$ cat config.mk
export PLATFORM = sky130hd
export DESIGN_NAME = mac_pipe
export DESIGN_NICKNAME = d
export VERILOG_FILES = /design/src/rtl/mac_pkg.sv /design/src/rtl/sun_parameter.sv /design/src/rtl/mac_acc_stage.sv /design/src/rtl/mac_pipe.sv
export SDC_FILE = /design/constraint.sdc
export NUM_CORES = 1
export LEC_CHECK = 0
export ABC_AREA = 0
export CAP_MARGIN = 25
export CORE_ASPECT_RATIO = 0.9
export CORE_MARGIN = 1
export CORE_UTILIZATION = 40
export DETAILED_ROUTE_END_ITERATION = 10
export PLACE_DENSITY_LB_ADDON = 0.05
export SLEW_MARGIN = 5
export SYNTH_ARGS = -nofsm -noshare
export SYNTH_HDL_FRONTEND = slang
export SYNTH_SLANG_ARGS = --single-unit
$ cat constraint.sdc
create_clock -name clk -period 3.35 [get_ports clk]
set_input_delay 0.335 -clock clk [delete_from_list [all_inputs] [get_ports clk]]
set_output_delay 0.335 -clock clk [all_outputs]
set_load 0.02 [all_outputs]
$ cat src/rtl/mac_pkg.sv
// rtl/mac_pkg.sv - mode encoding and accumulator guard-bit count for mac_pipe
package mac_pkg;
  typedef enum logic {
    MAC_MULADD = 1'b0,
    MAC_ACC    = 1'b1
  } mac_mode_t;

  localparam int ACC_GUARD = 4;
endpackage

$ cat src/rtl/sun_parameter.sv
// rtl/sun_parameter.sv - default operand width shared by the arithmetic datapath
package sun_parameter;
  localparam int sun = 8;
endpackage

$ cat src/rtl/mac_acc_stage.sv
// rtl/mac_acc_stage.sv - stage-2 add/clear/overflow logic and accumulator register
// MAC_SAT_EN: when defined, ACC overflow saturates to all ones instead of wrapping.
module mac_acc_stage
  import mac_pkg::*;
#(
  parameter int W     = 8,
  parameter int ACC_W = 2 * W + ACC_GUARD
) (
  input  logic             clk,
  input  logic             rst_n,
  input  logic             adv,
  input  logic             s1_valid,
  input  mac_mode_t        mode,
  input  logic             clr,
  input  logic [2*W-1:0]   prod,
  input  logic [W-1:0]     addend,
  output logic [ACC_W-1:0] data_out,
  output logic             ovf
);

  logic [ACC_W-1:0] acc_q, acc_d;
  logic [ACC_W-1:0] data_q, data_d;
  logic             ovf_q, ovf_d;
  logic [ACC_W-1:0] base;
  logic [ACC_W:0]   sum;
  logic [ACC_W-1:0] acc_res;

  always_comb begin
    base    = clr ? '0 : acc_q;
    sum     = {1'b0, base} + {{(ACC_W + 1 - 2 * W){1'b0}}, prod};
    acc_res = sum[ACC_W-1:0];
`ifdef MAC_SAT_EN
    if (sum[ACC_W]) acc_res = '1;
`else
`endif
    acc_d  = acc_q;
    data_d = data_q;
    ovf_d  = ovf_q;
    if (adv && s1_valid) begin
      if (mode == MAC_ACC) begin
        acc_d  = acc_res;
        data_d = acc_res;
        ovf_d  = sum[ACC_W];
      end else begin
        // Full-width add; ACC_W >= 2*W+1 guarantees no carry out.
        data_d = {{(ACC_W - 2 * W){1'b0}}, prod} + {{(ACC_W - W){1'b0}}, addend};
        ovf_d  = 1'b0;
      end
    end
  end

  always_ff @(posedge clk or negedge rst_n) begin
    if (!rst_n) begin
      acc_q  <= '0;
      data_q <= '0;
      ovf_q  <= 1'b0;
    end else begin
      acc_q  <= acc_d;
      data_q <= data_d;
      ovf_q  <= ovf_d;
    end
  end

  assign data_out = data_q;
  assign ovf      = ovf_q;

endmodule

$ cat src/rtl/mac_pipe.sv
// rtl/mac_pipe.sv - two-stage multiply-add / multiply-accumulate with valid/ready
// MAC_SAT_EN (see mac_acc_stage) selects saturating ACC overflow.
module mac_pipe
  import mac_pkg::*;
#(
  parameter int W     = sun_parameter::sun,
  parameter int ACC_W = 2 * W + ACC_GUARD
) (
  input  logic             clk,
  input  logic             rst_n,
  input  logic             in_valid,
  output logic             in_ready,
  input  logic             mode,
  input  logic             clr,
  input  logic [W-1:0]     A,
  input  logic [W-1:0]     B,
  input  logic [W-1:0]     C,
  output logic             out_valid,
  input  logic             out_ready,
  output logic [ACC_W-1:0] DATA_OUT,
  output logic             ovf
);

  if (ACC_W < 2 * W + 1) begin : g_acc_w_check
    $error("mac_pipe: ACC_W must be >= 2*W+1");
  end

  logic            adv;
  logic            accept;
  logic            s1_valid_q, s1_valid_d;
  logic [2*W-1:0]  prod_q, prod_d;
  logic [W-1:0]    c_q, c_d;
  mac_mode_t       mode_q, mode_d;
  logic            clr_q, clr_d;
  logic            out_valid_q, out_valid_d;

  // Single global stall: the whole pipe freezes while a result waits.
  assign adv      = !out_valid_q || out_ready;
  assign in_ready = adv;
  assign accept   = in_valid && adv;

  always_comb begin
    s1_valid_d  = s1_valid_q;
    prod_d      = prod_q;
    c_d         = c_q;
    mode_d      = mode_q;
    clr_d       = clr_q;
    out_valid_d = out_valid_q;
    if (adv) begin
      s1_valid_d  = accept;
      out_valid_d = s1_valid_q;
    end
    if (accept) begin
      prod_d = {{W{1'b0}}, A} * {{W{1'b0}}, B};
      c_d    = C;
      mode_d = mac_mode_t'(mode);
      clr_d  = clr;
    end
  end

  always_ff @(posedge clk or negedge rst_n) begin
    if (!rst_n) begin
      s1_valid_q  <= 1'b0;
      prod_q      <= '0;
      c_q         <= '0;
      mode_q      <= MAC_MULADD;
      clr_q       <= 1'b0;
      out_valid_q <= 1'b0;
    end else begin
      s1_valid_q  <= s1_valid_d;
      prod_q      <= prod_d;
      c_q         <= c_d;
      mode_q      <= mode_d;
      clr_q       <= clr_d;
      out_valid_q <= out_valid_d;
    end
  end

  mac_acc_stage #(
    .W     (W),
    .ACC_W (ACC_W)
  ) u_acc_stage (
    .clk      (clk),
    .rst_n    (rst_n),
    .adv      (adv),
    .s1_valid (s1_valid_q),
    .mode     (mode_q),
    .clr      (clr_q),
    .prod     (prod_q),
    .addend   (c_q),
    .data_out (DATA_OUT),
    .ovf      (ovf)
  );

  assign out_valid = out_valid_q;

endmodule

==> impl_metrics.ini <==
[routing]
drc_errors = 0
drtAntennaViolNets = 0
wire_per_inst_um = 15.9
wirelength_um = 16500
drtPass1Iterations = 5
drt_iter0_drc = 242
dr_total_vias = 5462
viasPerCell = 5.27

[floorplan]
start_util_pct = 41.3
dieArea_um2 = 16600
pin_count = 53
die_y_um = 122
die_w_um = 136
row_count = 43
coreArea_um2 = 15500

[synthesis]
synth_ff_type = dfrtp_1
synthCells = 719
synth.area.top_cells = dfrtp_1 (27%), fa_1 (12%), ha_1 (12%), nand2_1 (5.7%), and2_1 (5.2%)
yosys.area.top_type = dfrtp_1
synthesis.area_um2 = 6420
synth.avg_cell_area_um2 = 8.93
synth_cell_type_count = 63
synth_seq_cells = 69
synth_edf_count = 0
synth_top_area_share_pct = 26.9
synth.yosys.seq_area_share_pct = 26.9
synth.net_count = 847
yosysWarnings = 0
async_reset_ff_share_pct = 100

[timing]
worst_slack_ns = -0.563
period_share_pct = 117
finalCriticalPeriod_ns = 3.91
drv_slew = 0
setup_viol = 8
slew_headroom_pct = 40.1
fmax_mhz = 256
tightest_slew_ns = 0.899
rsz0062_at_grt = yes
skew_ns = 0.00741
hold_viol = 0
timing.hold.ws_ns = 0.194

[global_route]
grt_pass1_wl_um = 27900
grt_usage_pct = 21.7
grt_max_degree = 70
grt_pass1_vias = 5624
antenna_found_initial = 0
overflow = 0

[critical_path]
reg2reg_slack_ns = 0.31
critPathCaptureType = flop
crit_top_cell = fa_1
path_max_fanout = 6
critical_path_class = in -> reg
startpoint_type = primary input
r2r_cells = 10
cpMaxStageDelayCell = fa_1
r2r-start = clr_q$_DFFE_PN0P_
worstPathCellList = buf_12 > and2_4 > fa_1 > inv_2 > fa_1 > fa_1 > inv_1 > fa_2 > ha_4 > a21o_4 > o41ai_4 > o21bai_1 > or4b_1 > nand3_1
rr_endpoint = u_acc_stage.data_out[18]$_DFFE_PN0P_
path_delay_family = adder cells
slowest_delay_ns = 0.54
cp_num_buf_inv = 3
crit_arrival_ns = 4.18
required_ns = 3.62

[place]
routabilityCongestion = 0.907
dp_hpwl_um = 12600
dp_cells = 1009
portBuffers = 52
place_ws_ns = -1.40

[clock_network]
cts.sink_count = 69
htreeDepth = 3
ctsHoldBuffers = 0
cts_made_buffers = 9
cts_tree = built
cts_buffer_depth = 2
root_buffer = clkbuf_16
clock_latency_ns = 0.34
clkTransAtPathRegs_ns = 0.06

[cells_and_area]
antennaDiodeCount = 0
layout_commonest_cell = nand2_1
final_nets = 958
area_growth_pct = 29.1
layout_common_cells = nand2_1 (92), dfrtp_1 (69), buf_4 (59)
nFillCells = 1425
drive_above_1_share_pct = 21.3
instances_no_fill = 1036

[job]
max-cap-violations = 0

[pwr]
switching_share_pct = 42.5
vdd_drop_max_mv = 0.387
p_per_area_nw_per_um2 = 772
switchingPower_mw = 2.72
power_frac_clock_pct = 16.0
p_leak_nw = 3.93
power.share.combinational_pct = 62.3
p_int_mw = 3.68
seqPwrFrac_pct = 21.7

[status]
violations = setup timing
status = complete, but fails checks

[min_path]
hp-class = in -> async
## per-stage QoR
step | power (mW) | setup TNS, ns | instance area, um2 | util, %
finish | 6.40 | -2.49 | 8290 | 53.3
global route | 6.95 | -3.64 | 8290 | 53.3
CTS | 6.27 | -3.07 | 8130 | 52.3
detailed placement | 5.02 | -11.41 | 7680 | 49.4
global placement | 4.99 | -10.97 | 7680 | 49.4
floorplan | 3.91 | -2.13 | 6570 | -
## metal layers
metal  track usage [%]  wire length [um]
met1              30.7              8370
met2              34.6              7290
met3              3.75               644
met4              4.71               162
met5                 0                 0
## layout make-up
cell class,instances,area (um2),share of cell area [%]
Clock buffer,9,225,2.72
Clock inverter,6,88.8,1.07
Inverter,70,263,3.17
Multi-Input combinational cell,559,4650,56.2
Sequential cell,69,1730,20.8
Tap cell,202,253,3.05
Timing Repair Buffer,121,1080,13.0
## how the worst max path moves through the flow
| stage | start | to | slack [ns] | depth (start not counted) |
|---|---|---|---|---|
| 2_1_floorplan | A[2] | prod_q[13]$_DFFE_PN0P_ | -0.64 | 15 |
| 3_3_place_gp | B[5] | prod_q[13]$_DFFE_PN0P_ | -1.34 | 17 |
| 3_5_place_dp | A[3] | prod_q[13]$_DFFE_PN0P_ | -1.40 | 16 |
| 4_1_cts | A[2] | prod_q[13]$_DFFE_PN0P_ | -0.65 | 17 |
| 5_1_grt | A[5] | prod_q[13]$_DFFE_PN0P_ | -0.68 | 14 |
| 6_report | A[5] | prod_q[13]$_DFFE_PN0P_ | -0.56 | 14 |
## cells in the mapped netlist (all sizes together), types with 2 or more instances
| cell type | count |
|---|---|
| clkbuf | 14 |
| fa | 38 |
| a21o | 14 |
| o41ai | 2 |
| nor2b | 18 |
| nor4 | 2 |
| nand2b | 9 |
| o21a | 5 |
| dfrtp | 69 |
| o22ai | 2 |
| a221o | 2 |
| o211ai | 11 |
| o21bai | 6 |
| inv | 69 |
| a211o | 4 |
| nor3b | 2 |
| o221ai | 3 |
| or3 | 4 |
| mux2i | 3 |
| a211oi | 6 |
| nand3 | 13 |
| o21ai | 46 |
| nor2 | 24 |
| a21oi | 40 |
| or4 | 3 |
| nor4b | 2 |
| and2 | 53 |
| o2111ai | 5 |
| a31oi | 2 |
| nand4 | 2 |
| xor2 | 16 |
| a31o | 2 |
| ha | 60 |
| and3 | 9 |
| nor3 | 3 |
| nand2 | 97 |
| buf | 7 |
| xnor2 | 20 |
| mux2 | 17 |
## power groups by stage
stage	combinational [mW]	clock, mW	sequential [mW]
final	3.98	1.03	1.39
after global routing	4.44	1.08	1.43
after CTS	3.82	1.05	1.39
after detailed placement	3.62	0	1.41
after global placement	3.59	0	1.40
after floorplan	2.48	0	1.43
## registers in the layout, summed over array words and instances, names as in the netlist
| name | flops |
|---|---|
| s1_valid_q | 1 |
| u_acc_stage.ovf | 1 |
| mode_q | 1 |
| clr_q | 1 |
| c_q | 8 |
| u_acc_stage.data_out | 20 |
| u_acc_stage.acc_q | 20 |
| prod_q | 16 |
| out_valid | 1 |
## worst reg2reg max path: cells and delay by family, from the launching register on
family          cells  cell delay, ns
fa+ha+maj           2            0.61
simple gates        3            0.57
compound gates      4            1.05
flops               1            0.63
buf+inv             1            0.06
## cells by family (layout without fill, tap and decap cells)
group / Yosys count / in the layout / synth area share, %
DFF: 69 / 69 / 26.9
and+or+nand+nor: 246 / 246 / 19.5
xor gates and xnor gates: 36 / 36 / 4.91
adders and majority gates: 98 / 98 / 23.6
muxes: 20 / 20 / 3.45
AOI/OAI and AO/OA: 159 / 159 / 16.3
buffers and inverters: 91 / 206 / 5.46
## what timing repair did
| item | 4_1_cts | 5_1_grt |
|---|---|---|
| resized for setup | 93 | 46 |
| pin swaps | 30 | 41 |
| setup buffers | 7 | 7 |
| setup endpoints to repair | 11 | 9 |
(Power assumes the default switching activity.)
